<file path="config.mk">
export PLATFORM = sky130hd
export DESIGN_NAME = seg7_scan_decoder
export DESIGN_NICKNAME = d
export VERILOG_FILES = /design/src/rtl/seg7_pkg.sv /design/src/rtl/seg7_pattern_decode.sv /design/src/rtl/seg7_scan_decoder.sv
export SDC_FILE = /design/constraint.sdc
export NUM_CORES = 1
export LEC_CHECK = 0
export ABC_AREA = 1
export CORE_ASPECT_RATIO = 0.6
export CORE_MARGIN = 2
export CORE_UTILIZATION = 41
export CTS_CLUSTER_DIAMETER = 40
export DETAILED_ROUTE_END_ITERATION = 10
export PLACE_DENSITY = 0.57
export SLEW_MARGIN = 5
export SYNTH_ARGS = -nofsm -noshare
export SYNTH_HDL_FRONTEND = slang
export SYNTH_SLANG_ARGS = --single-unit
</file>
<file path="constraint.sdc">
create_clock -name clock -period 3.9 [get_ports clock]
set_input_delay 0.585 -clock clock [delete_from_list [all_inputs] [get_ports clock]]
set_output_delay 0.585 -clock clock [all_outputs]
set_load 0.01 [all_outputs]
</file>
<file path="src/rtl/seg7_pkg.sv">
// rtl/seg7_pkg.sv - shared 7-segment constants for encoder and decoder blocks
package seg7_pkg;

    // All segments off (active-low bus idle / blank digit)
    localparam logic [6:0] SEG_BLANK = 7'h7F;

    // Active-low patterns for hex digits 0..F
    // bit order: [0]=top [1]=upper-right [2]=lower-right [3]=bottom
    //            [4]=lower-left [5]=upper-left [6]=centre
    localparam logic [6:0] SEG_HEX [0:15] = '{
        7'h40, 7'h79, 7'h24, 7'h30,
        7'h19, 7'h12, 7'h02, 7'h78,
        7'h00, 7'h10, 7'h08, 7'h03,
        7'h46, 7'h21, 7'h06, 7'h0E
    };

    // Per-digit classification
    localparam logic [1:0] STAT_BLANK   = 2'b00;
    localparam logic [1:0] STAT_VALID   = 2'b01;
    localparam logic [1:0] STAT_INVALID = 2'b10;

endpackage

</file>
<file path="src/rtl/seg7_pattern_decode.sv">
// rtl/seg7_pattern_decode.sv - active-low 7-segment pattern to value/status
module seg7_pattern_decode
    import seg7_pkg::*;
(
    input  logic [6:0] pattern,
    output logic [3:0] val,
    output logic [1:0] stat
);

    // Anything that is neither blank nor one of the 16 hex glyphs is invalid
    always_comb begin
        val  = 4'h0;
        stat = STAT_INVALID;
        if (pattern == SEG_BLANK) begin
            stat = STAT_BLANK;
        end
        for (int h = 0; h < 16; h++) begin
            if (pattern == SEG_HEX[h]) begin
                val  = 4'(h);
                stat = STAT_VALID;
            end
        end
    end

endmodule

</file>
<file path="src/rtl/seg7_scan_decoder.sv">
// rtl/seg7_scan_decoder.sv - multiplexed 7-segment bus readback with change events
module seg7_scan_decoder
    import seg7_pkg::*;
#(
    parameter  int NUM_DIGITS = 6,
    parameter  int STABLE     = 3,
    localparam int CW         = $clog2(STABLE + 1),
    localparam int IW         = (NUM_DIGITS > 1) ? $clog2(NUM_DIGITS) : 1
) (
    input  logic                    clock,
    input  logic                    reset,
    input  logic [6:0]              seg_n,
    input  logic [NUM_DIGITS-1:0]   dig_sel,
    output logic [4*NUM_DIGITS-1:0] digit_val,
    output logic [2*NUM_DIGITS-1:0] digit_stat,
    output logic                    ev_valid,
    input  logic                    ev_ready,
    output logic [IW-1:0]           ev_idx,
    output logic [3:0]              ev_val,
    output logic [1:0]              ev_stat,
    output logic                    ev_ovf,
    output logic                    sel_err
);

    localparam logic [CW-1:0] CNT_MAX = CW'(STABLE);
    localparam logic [CW-1:0] CNT_ONE = CW'(1);

    // Registered copy of the display bus
    logic [6:0]            in_seg;
    logic [NUM_DIGITS-1:0] in_sel;

    // Per-digit filter state and committed result
    logic [6:0]    cand [NUM_DIGITS];
    logic [CW-1:0] cnt  [NUM_DIGITS];
    logic [6:0]    pat  [NUM_DIGITS];
    logic [3:0]    dval [NUM_DIGITS];
    logic [1:0]    dstat[NUM_DIGITS];

    // Selected-digit view
    logic          sel_legal;
    logic [IW-1:0] sel_idx;
    logic [6:0]    cur_cand;
    logic [CW-1:0] cur_cnt;
    logic [6:0]    cur_pat;
    logic [CW-1:0] cnt_next;
    logic          commit;
    logic [3:0]    dec_val;
    logic [1:0]    dec_stat;

    // Capture the bus once so all decisions work on a stable copy
    always_ff @(posedge clock) begin
        if (reset) begin
            in_seg <= SEG_BLANK;
            in_sel <= '0;
        end else begin
            in_seg <= seg_n;
            in_sel <= dig_sel;
        end
    end

    // One-hot select to digit index; index is only used when the select is legal
    always_comb begin
        sel_legal = $onehot(in_sel);
        sel_idx   = '0;
        for (int i = 0; i < NUM_DIGITS; i++) begin
            if (in_sel[i]) begin
                sel_idx = IW'(i);
            end
        end
    end

    assign cur_cand = cand[sel_idx];
    assign cur_cnt  = cnt[sel_idx];
    assign cur_pat  = pat[sel_idx];

    // Stability counter: restart on a new pattern, saturate at the threshold
    always_comb begin
        if (in_seg == cur_cand) begin
            cnt_next = (cur_cnt == CNT_MAX) ? cur_cnt : cur_cnt + CNT_ONE;
        end else begin
            cnt_next = CNT_ONE;
        end
    end

    // Commit only when the pattern just became stable and differs from what is shown;
    // after the update cand equals in_seg, so in_seg is the pattern being committed
    assign commit = sel_legal && (cnt_next == CNT_MAX) && (in_seg != cur_pat);

    seg7_pattern_decode u_decode (
        .pattern (in_seg),
        .val     (dec_val),
        .stat    (dec_stat)
    );

    // Per-digit filter update for the sampled digit
    always_ff @(posedge clock) begin
        if (reset) begin
            for (int i = 0; i < NUM_DIGITS; i++) begin
                cand[i] <= SEG_BLANK;
                cnt[i]  <= '0;
                pat[i]  <= SEG_BLANK;
            end
        end else if (sel_legal) begin
            cand[sel_idx] <= in_seg;
            cnt[sel_idx]  <= cnt_next;
            if (commit) begin
                pat[sel_idx] <= in_seg;
            end
        end
    end

    // Committed value/status table, updated regardless of event slot occupancy
    always_ff @(posedge clock) begin
        if (reset) begin
            for (int i = 0; i < NUM_DIGITS; i++) begin
                dval[i]  <= 4'h0;
                dstat[i] <= STAT_BLANK;
            end
        end else if (commit) begin
            dval[sel_idx]  <= dec_val;
            dstat[sel_idx] <= dec_stat;
        end
    end

    for (genvar g = 0; g < NUM_DIGITS; g++) begin : g_pack
        assign digit_val[4*g +: 4]  = dval[g];
        assign digit_stat[2*g +: 2] = dstat[g];
    end

    // One-entry event slot; a commit may refill the slot in the same cycle it is accepted
    always_ff @(posedge clock) begin
        if (reset) begin
            ev_valid <= 1'b0;
            ev_idx   <= '0;
            ev_val   <= 4'h0;
            ev_stat  <= STAT_BLANK;
            ev_ovf   <= 1'b0;
        end else if (commit) begin
            if (!ev_valid || ev_ready) begin
                ev_valid <= 1'b1;
                ev_idx   <= sel_idx;
                ev_val   <= dec_val;
                ev_stat  <= dec_stat;
            end else begin
                ev_ovf   <= 1'b1;
            end
        end else if (ev_valid && ev_ready) begin
            ev_valid <= 1'b0;
        end
    end

    // Flag each processed sample whose select was zero or multi-hot
    always_ff @(posedge clock) begin
        if (reset) begin
            sel_err <= 1'b0;
        end else begin
            sel_err <= !sel_legal;
        end
    end

endmodule

</file>
-- After elaboration in Yosys (flattened, before gate mapping)
Memory sizes are Yosys's and may differ from the RTL's.
Index checks and enable logic that the tools add are counted.
- word-level logic and storage cells: 126
- bits in writable memories: 132
- register bits after elaboration: 25
- memory bits (read-only): 0
- bits in latches: 0
- memories kept: 5
- memory list (name ; depth ; bits a word ; rd ports ; clocked after memory_dff ; wr ports ; line ; text):
    cand ; 6 ; 7 ; 1 ; 0 ; 6 ; seg7_scan_decoder.sv:33 ; logic [6:0] cand [NUM_DIGITS];
    pat ; 6 ; 7 ; 1 ; 0 ; 6 ; seg7_scan_decoder.sv:35 ; logic [6:0] pat [NUM_DIGITS];
    dval ; 6 ; 4 ; 6 ; 0 ; 6 ; seg7_scan_decoder.sv:36 ; logic [3:0] dval [NUM_DIGITS];
    cnt ; 6 ; 2 ; 1 ; 0 ; 6 ; seg7_scan_decoder.sv:34 ; logic [CW-1:0] cnt [NUM_DIGITS];
    dstat ; 6 ; 2 ; 6 ; 0 ; 6 ; seg7_scan_decoder.sv:37 ; logic [1:0] dstat[NUM_DIGITS];
- shift-type cells: 0
- equal/unequal tests: 22
- multiply operators: 0
- multiplexer cells: 68
- reductions and logical operators: 16
- bitwise operators: 1
- add/sub/neg operators: 6
- magnitude comparators: 0
- divide/modulo/power cells: 0
- operator list (operator ; count):
    2-bit two-way mux ; 23
    3-bit two-way mux ; 13
    4-bit two-way mux ; 9
    7-bit == test, second input constant ; 5
    7-bit by 5-bit == test with 1-bit output, second input constant ; 3
    7-bit by 6-bit == test with 1-bit output, second input constant ; 3
    1-bit two-way mux ; 21
    7-bit by 2-bit == test with 1-bit output, second input constant ; 2
    7-bit by 4-bit == test with 1-bit output, second input constant ; 2
    7-bit two-way mux ; 2
    7-bit OR reduction ; 2
    7-bit by 3-bit == test with 1-bit output, second input constant ; 1
    7-bit == test ; 1
    7-bit zero test ; 1
    7-bit != test ; 1
    1-bit by 1-bit adder with 2-bit output ; 3
    2-bit AND reduction ; 3
    2-bit == test, second input constant ; 2
    2-bit OR reduction ; 2
    4-bit OR reduction ; 1
    2-bit by 2-bit adder with 3-bit output ; 1
    3-bit by 2-bit adder with 3-bit output ; 1
    3-bit by 1-bit == test with 1-bit output, second input constant ; 1
    1-bit logical AND ; 3
    6 further kinds ; 7

-- Logic depth before layout (Yosys ltp)
Gate-level depths: netlist of run 1.
- word-level depth: 19
- depth in mapped cells: 22
- mapped depth without buffers: 20

-- Hierarchy
A second synthesis of run 1 with hierarchy kept.
- cell total of the unflattened synthesis: 994
- area, all modules: 9097.5 um^2
- by module, submodules not included (module ; cells each ; area an instance (um^2) ; instances):
    seg7_scan_decoder ; 921 ; 8752.1 ; 1
    seg7_pattern_decode ; 73 ; 345.3 ; 1

-- Worst setup path after synthesis of run 1
No wires, ideal clock.
- path type: reg2reg
- start point: register in_sel[0]
- end point: memory pat[5][0], enable pin
- cell stages (with the launch flop): 12
- period minus slack after synthesis: 3520 ps
- path slack: 380 ps
- path buffers: 0
- arrival time: 3140 ps
- path through: dfxtp_1 > fa_1 > inv_1 > fa_1 > inv_1 > ha_1 > fa_1 > nor2_1 > nand2_1 > nor2_2 > nand3_4 > o21ai_0
- RTL lines (what ; line ; text):
    start, declared ; seg7_scan_decoder.sv:30 ; logic [NUM_DIGITS-1:0] in_sel;
    start signal, assigned ; seg7_scan_decoder.sv:57 ; in_sel <= dig_sel;
    end, declared ; seg7_scan_decoder.sv:35 ;

==> results.py, run 1 <==
metrics = {
    "pwr": {
        "ir_drop_uv": 332,
        "comb_power_share_pct": 12.3,
        "p_total_mw": 4.48,
        "swShare_pct": 25.8,
        "p_switching_mw": 1.16,
        "p_int_mw": 3.32,
        "power_frac_clock_pct": 37.7,
        "p_per_area_nw_per_um2": 415,
        "p_leak_nw": 4.44,
        "power_frac_seq_pct": 50.0,
    },
    "clock_network": {
        "numCtsBuffers": 17,
        "cts_setup_buffers": 0,
        "ctsResizeCount": 0,
        "cts-root-buf": "clkbuf_16",
        "cts_tree": "built",
        "postCtsHoldBufs": 0,
        "clkTransAtPathRegs_ns": 0.07,
        "clk_latency_ns": 0.44,
        "cts_buffer_depth": 2,
        "h-tree-depth": 4,
        "clock_sinks": 185,
    },
    "finish": {
        "seqCellArea_sq_um": 5310,
        "drive_above_1_share_pct": 9.67,
        "multiInputGateArea_sq_um": 3030,
        "n_antenna_cell": 0,
        "design_area_sq_um": 10800,
        "fin_util_pct": 50.7,
        "final.fill_count": 2015,
        "area_delta_synth_final_pct": 19.7,
        "fin_nets": 1124,
    },
    "global_route": {
        "grt-ovfl-total": 0,
        "grt_pass1_vias": 6466,
        "grt_pass1_wl_microns": 38000,
        "grt_max_degree": 78,
        "antenna_found_initial": 0,
        "grt_usage_pct": 22.2,
    },
    "timing": {
        "rsz0062_at_grt": "true",
        "maxSlewHeadroom_pct": 54.7,
        "final-hold-violation-count": 0,
        "skew_ns": 0.00963,
        "setup_slack_ns": 0.225,
        "tightestPinTransition_ns": 0.678,
        "finalCritPeriodShare_pct": 94.2,
        "setup_tns_ns": 0,
        "slew_violations": 0,
        "finalSetupViolCount": 0,
        "min_period_ns": 3.67,
        "fmax_ghz": 0.272,
    },
    "synthesis": {
        "syn_area_per_cell_sq_um": 8.93,
        "synth_seq_cells": 185,
        "synth-seq-area-share_pct": 58.8,
        "async_flop_share_pct": 0,
        "synth_area_leaders": "edfxtp_1, nand2_1, nand3_1",
        "synth_cell_types": 36,
        "synth_top_cell_by_area": "edfxtp_1",
        "netlist_area_sq_um": 9020,
        "synthFlopType": "edfxtp_1",
        "yosysMostFrequentCell": "nand2_1",
        "synth_edf_count": 160,
        "synthCells": 1010,
        "synth_warnings": 0,
        "synth_common_cells": "nand2_1, edfxtp_1, inv_1",
        "netlist.area_leader.share_pct": 53.2,
    },
    "status": {
        "outcome": "complete, no violations",
    },
    "critical_path": {
        "worstPathRequired_ns": 4.04,
        "critPathCaptureType": "flip-flop",
        "critPathKind": "flip-flop to flip-flop",
        "rr_worst_depth": 13,
        "timing.rr.end": "dval[3][2]$_SDFFCE_PN0P_",
        "worst_setup_path_start_kind": "flip-flop",
        "path_max_fanout": 10,
        "rr_startpoint": "in_sel[0]$_SDFF_PP0_",
        "crit_arrival_ns": 3.82,
        "reg2reg_slack_ns": 0.23,
    },
    "drt": {
        "drtPass1Iterations": 7,
        "wl_microns": 24500,
        "drcViolationCount": 0,
        "ant_nets": 0,
        "wl_per_cell_microns": 17.5,
        "viasPerCell": 5.02,
        "vias": 7002,
        "dr.first_iter.drc_count": 643,
    },
    "place": {
        "gp_congestion": 0.833,
        "hpwl_microns": 16800,
        "dp_slack_ns": 0.146,
        "portBuffers": 63,
        "placed_cell_area_sq_um": 10200,
    },
    "worst_hold_path": {
        "hp-class": "flip-flop to flip-flop",
        "whs_path_depth": 2,
        "hp-start": "ev_idx[2]$_SDFFE_PP0P_",
        "worstHoldEndpoint": "ev_idx[2]$_SDFFE_PP0P_",
    },
    "run": {
        "cap_violations": 0,
    },
    "floorplanning": {
        "die_area_sq_um": 23300,
        "initial_core_util_pct": 42.4,
        "io_pins": 64,
        "die_w_microns": 196,
        "die_height_microns": 119,
        "num_rows": 41,
        "core_area_sq_um": 21300,
    },
}
## flip-flops by register name (all words and copies together), names as in the netlist
register,count
ev_stat,2
in_seg,7
sel_err,1
ev_idx,3
ev_val,4
cnt,12
dstat,12
cand,56
pat,56
dval,24
in_sel,6
ev_valid,1
ev_ovf,1
## worst max path at each step
stage                                     from                  endpoint  slack (ns)  depth (start not counted)
after CTS                 in_sel[0]$_SDFF_PP0_   pat[3][5]$_SDFFCE_PN1P_        0.13                         13
final                     in_sel[0]$_SDFF_PP0_  dval[3][2]$_SDFFCE_PN0P_        0.23                         13
after global placement    in_sel[0]$_SDFF_PP0_   pat[4][1]$_SDFFCE_PN1P_        0.22                         13
after global routing      in_sel[0]$_SDFF_PP0_  dval[3][3]$_SDFFCE_PN0P_     -0.0006                         13
after floorplan           in_sel[0]$_SDFF_PP0_       pat[5][0]$_DFFE_PP_        0.38                         11
after detailed placement  in_sel[0]$_SDFF_PP0_   pat[3][5]$_SDFFCE_PN1P_        0.15                         13
## per-layer routing
metal / share of wire, % / vias up / track usage, %
met5: 0 / - / 0
met4: 1.0 / 0 / 4.77
met3: 8.6 / 19 / 6.06
met2: 38 / 243 / 28.4
met1: 52 / 3324 / 36.1
li1: - / 3416 / -
## critical path, cell delays in order (launching register included)
cell     delay (ns)
dfxtp_1        0.32
fa_1           0.53
inv_1          0.05
fa_1           0.48
inv_1          0.04
ha_1           0.19
fa_1           0.47
nor2_1         0.15
nand2_1        0.11
nor2_2         0.20
nand3_4        0.13
nor2_8         0.20
nand3_2        0.25
nand2_2        0.23
## power groups by stage
stage | clock (mW) | combinational [mW] | sequential (mW)
3_3_place_gp | 0 | 0.540 | 2.28
4_1_cts | 1.71 | 0.544 | 2.24
2_1_floorplan | 0 | 0.333 | 2.27
5_1_grt | 1.80 | 0.612 | 2.24
6_report | 1.69 | 0.553 | 2.24
3_5_place_dp | 0 | 0.542 | 2.28
## metrics by stage
stage,hold slack (ns),cells
2_1_floorplan,0.495,1037
3_3_place_gp,0.482,1364
3_5_place_dp,0.478,1364
4_1_cts,0.491,1396
5_1_grt,0.528,1396
6_report,0.493,1396
## cell type report
class	count	share of cell area, %
sequential	185	49.1
multi-input combinational	641	28.1
timing repair buffer	99	8.81
inverter	160	5.56
clock buffer	18	3.97
tap	279	3.23
clock inverter	14	1.22
## layout by cell type, fill, tap and decap left out, types with 7 or more instances in the layout
master / n
o21ai_0: 7
or2_2: 7
inv_2: 10
nand3_1: 145
conb_1: 28
clkinv_1: 8
clkdlybuf4s50_1: 63
nand2_1: 242
buf_4: 32
nand2_2: 10
clkbuf_16: 17
nor2_1: 117
inv_1: 146
nand4_1: 11
dfxtp_1: 25
edfxtp_1: 160
nand3b_1: 30
## cells by family (layout without fill, tap and decap cells)
logic type                 count (synthesis)  in the layout  share of synthesized area, %
and+or+nand+nor                          587            587                          29.7
buffers and inverters                    211            291                          9.33
DFF                                      185            185                          58.8
AOI/OAI and AO/OA                         22             22                          1.37
other                                      1             28                        0.0416
adders and majority gates                  4              4                         0.804
Note: power is estimated with default switching activity, not from simulation.
==> inputs of run 2 (changes only) <==
--- a/config.mk
+++ b/config.mk
@@ -12,6 +12,7 @@
 export CTS_CLUSTER_DIAMETER = 40
 export DETAILED_ROUTE_END_ITERATION = 10
 export PLACE_DENSITY = 0.57
+export SKIP_CTS_REPAIR_TIMING = 1
 export SLEW_MARGIN = 5
 export SYNTH_ARGS = -nofsm -noshare
 export SYNTH_HDL_FRONTEND = slang
==> results of run 2 <==
The final DEF is identical to that of run 1; final timing and power are the same.
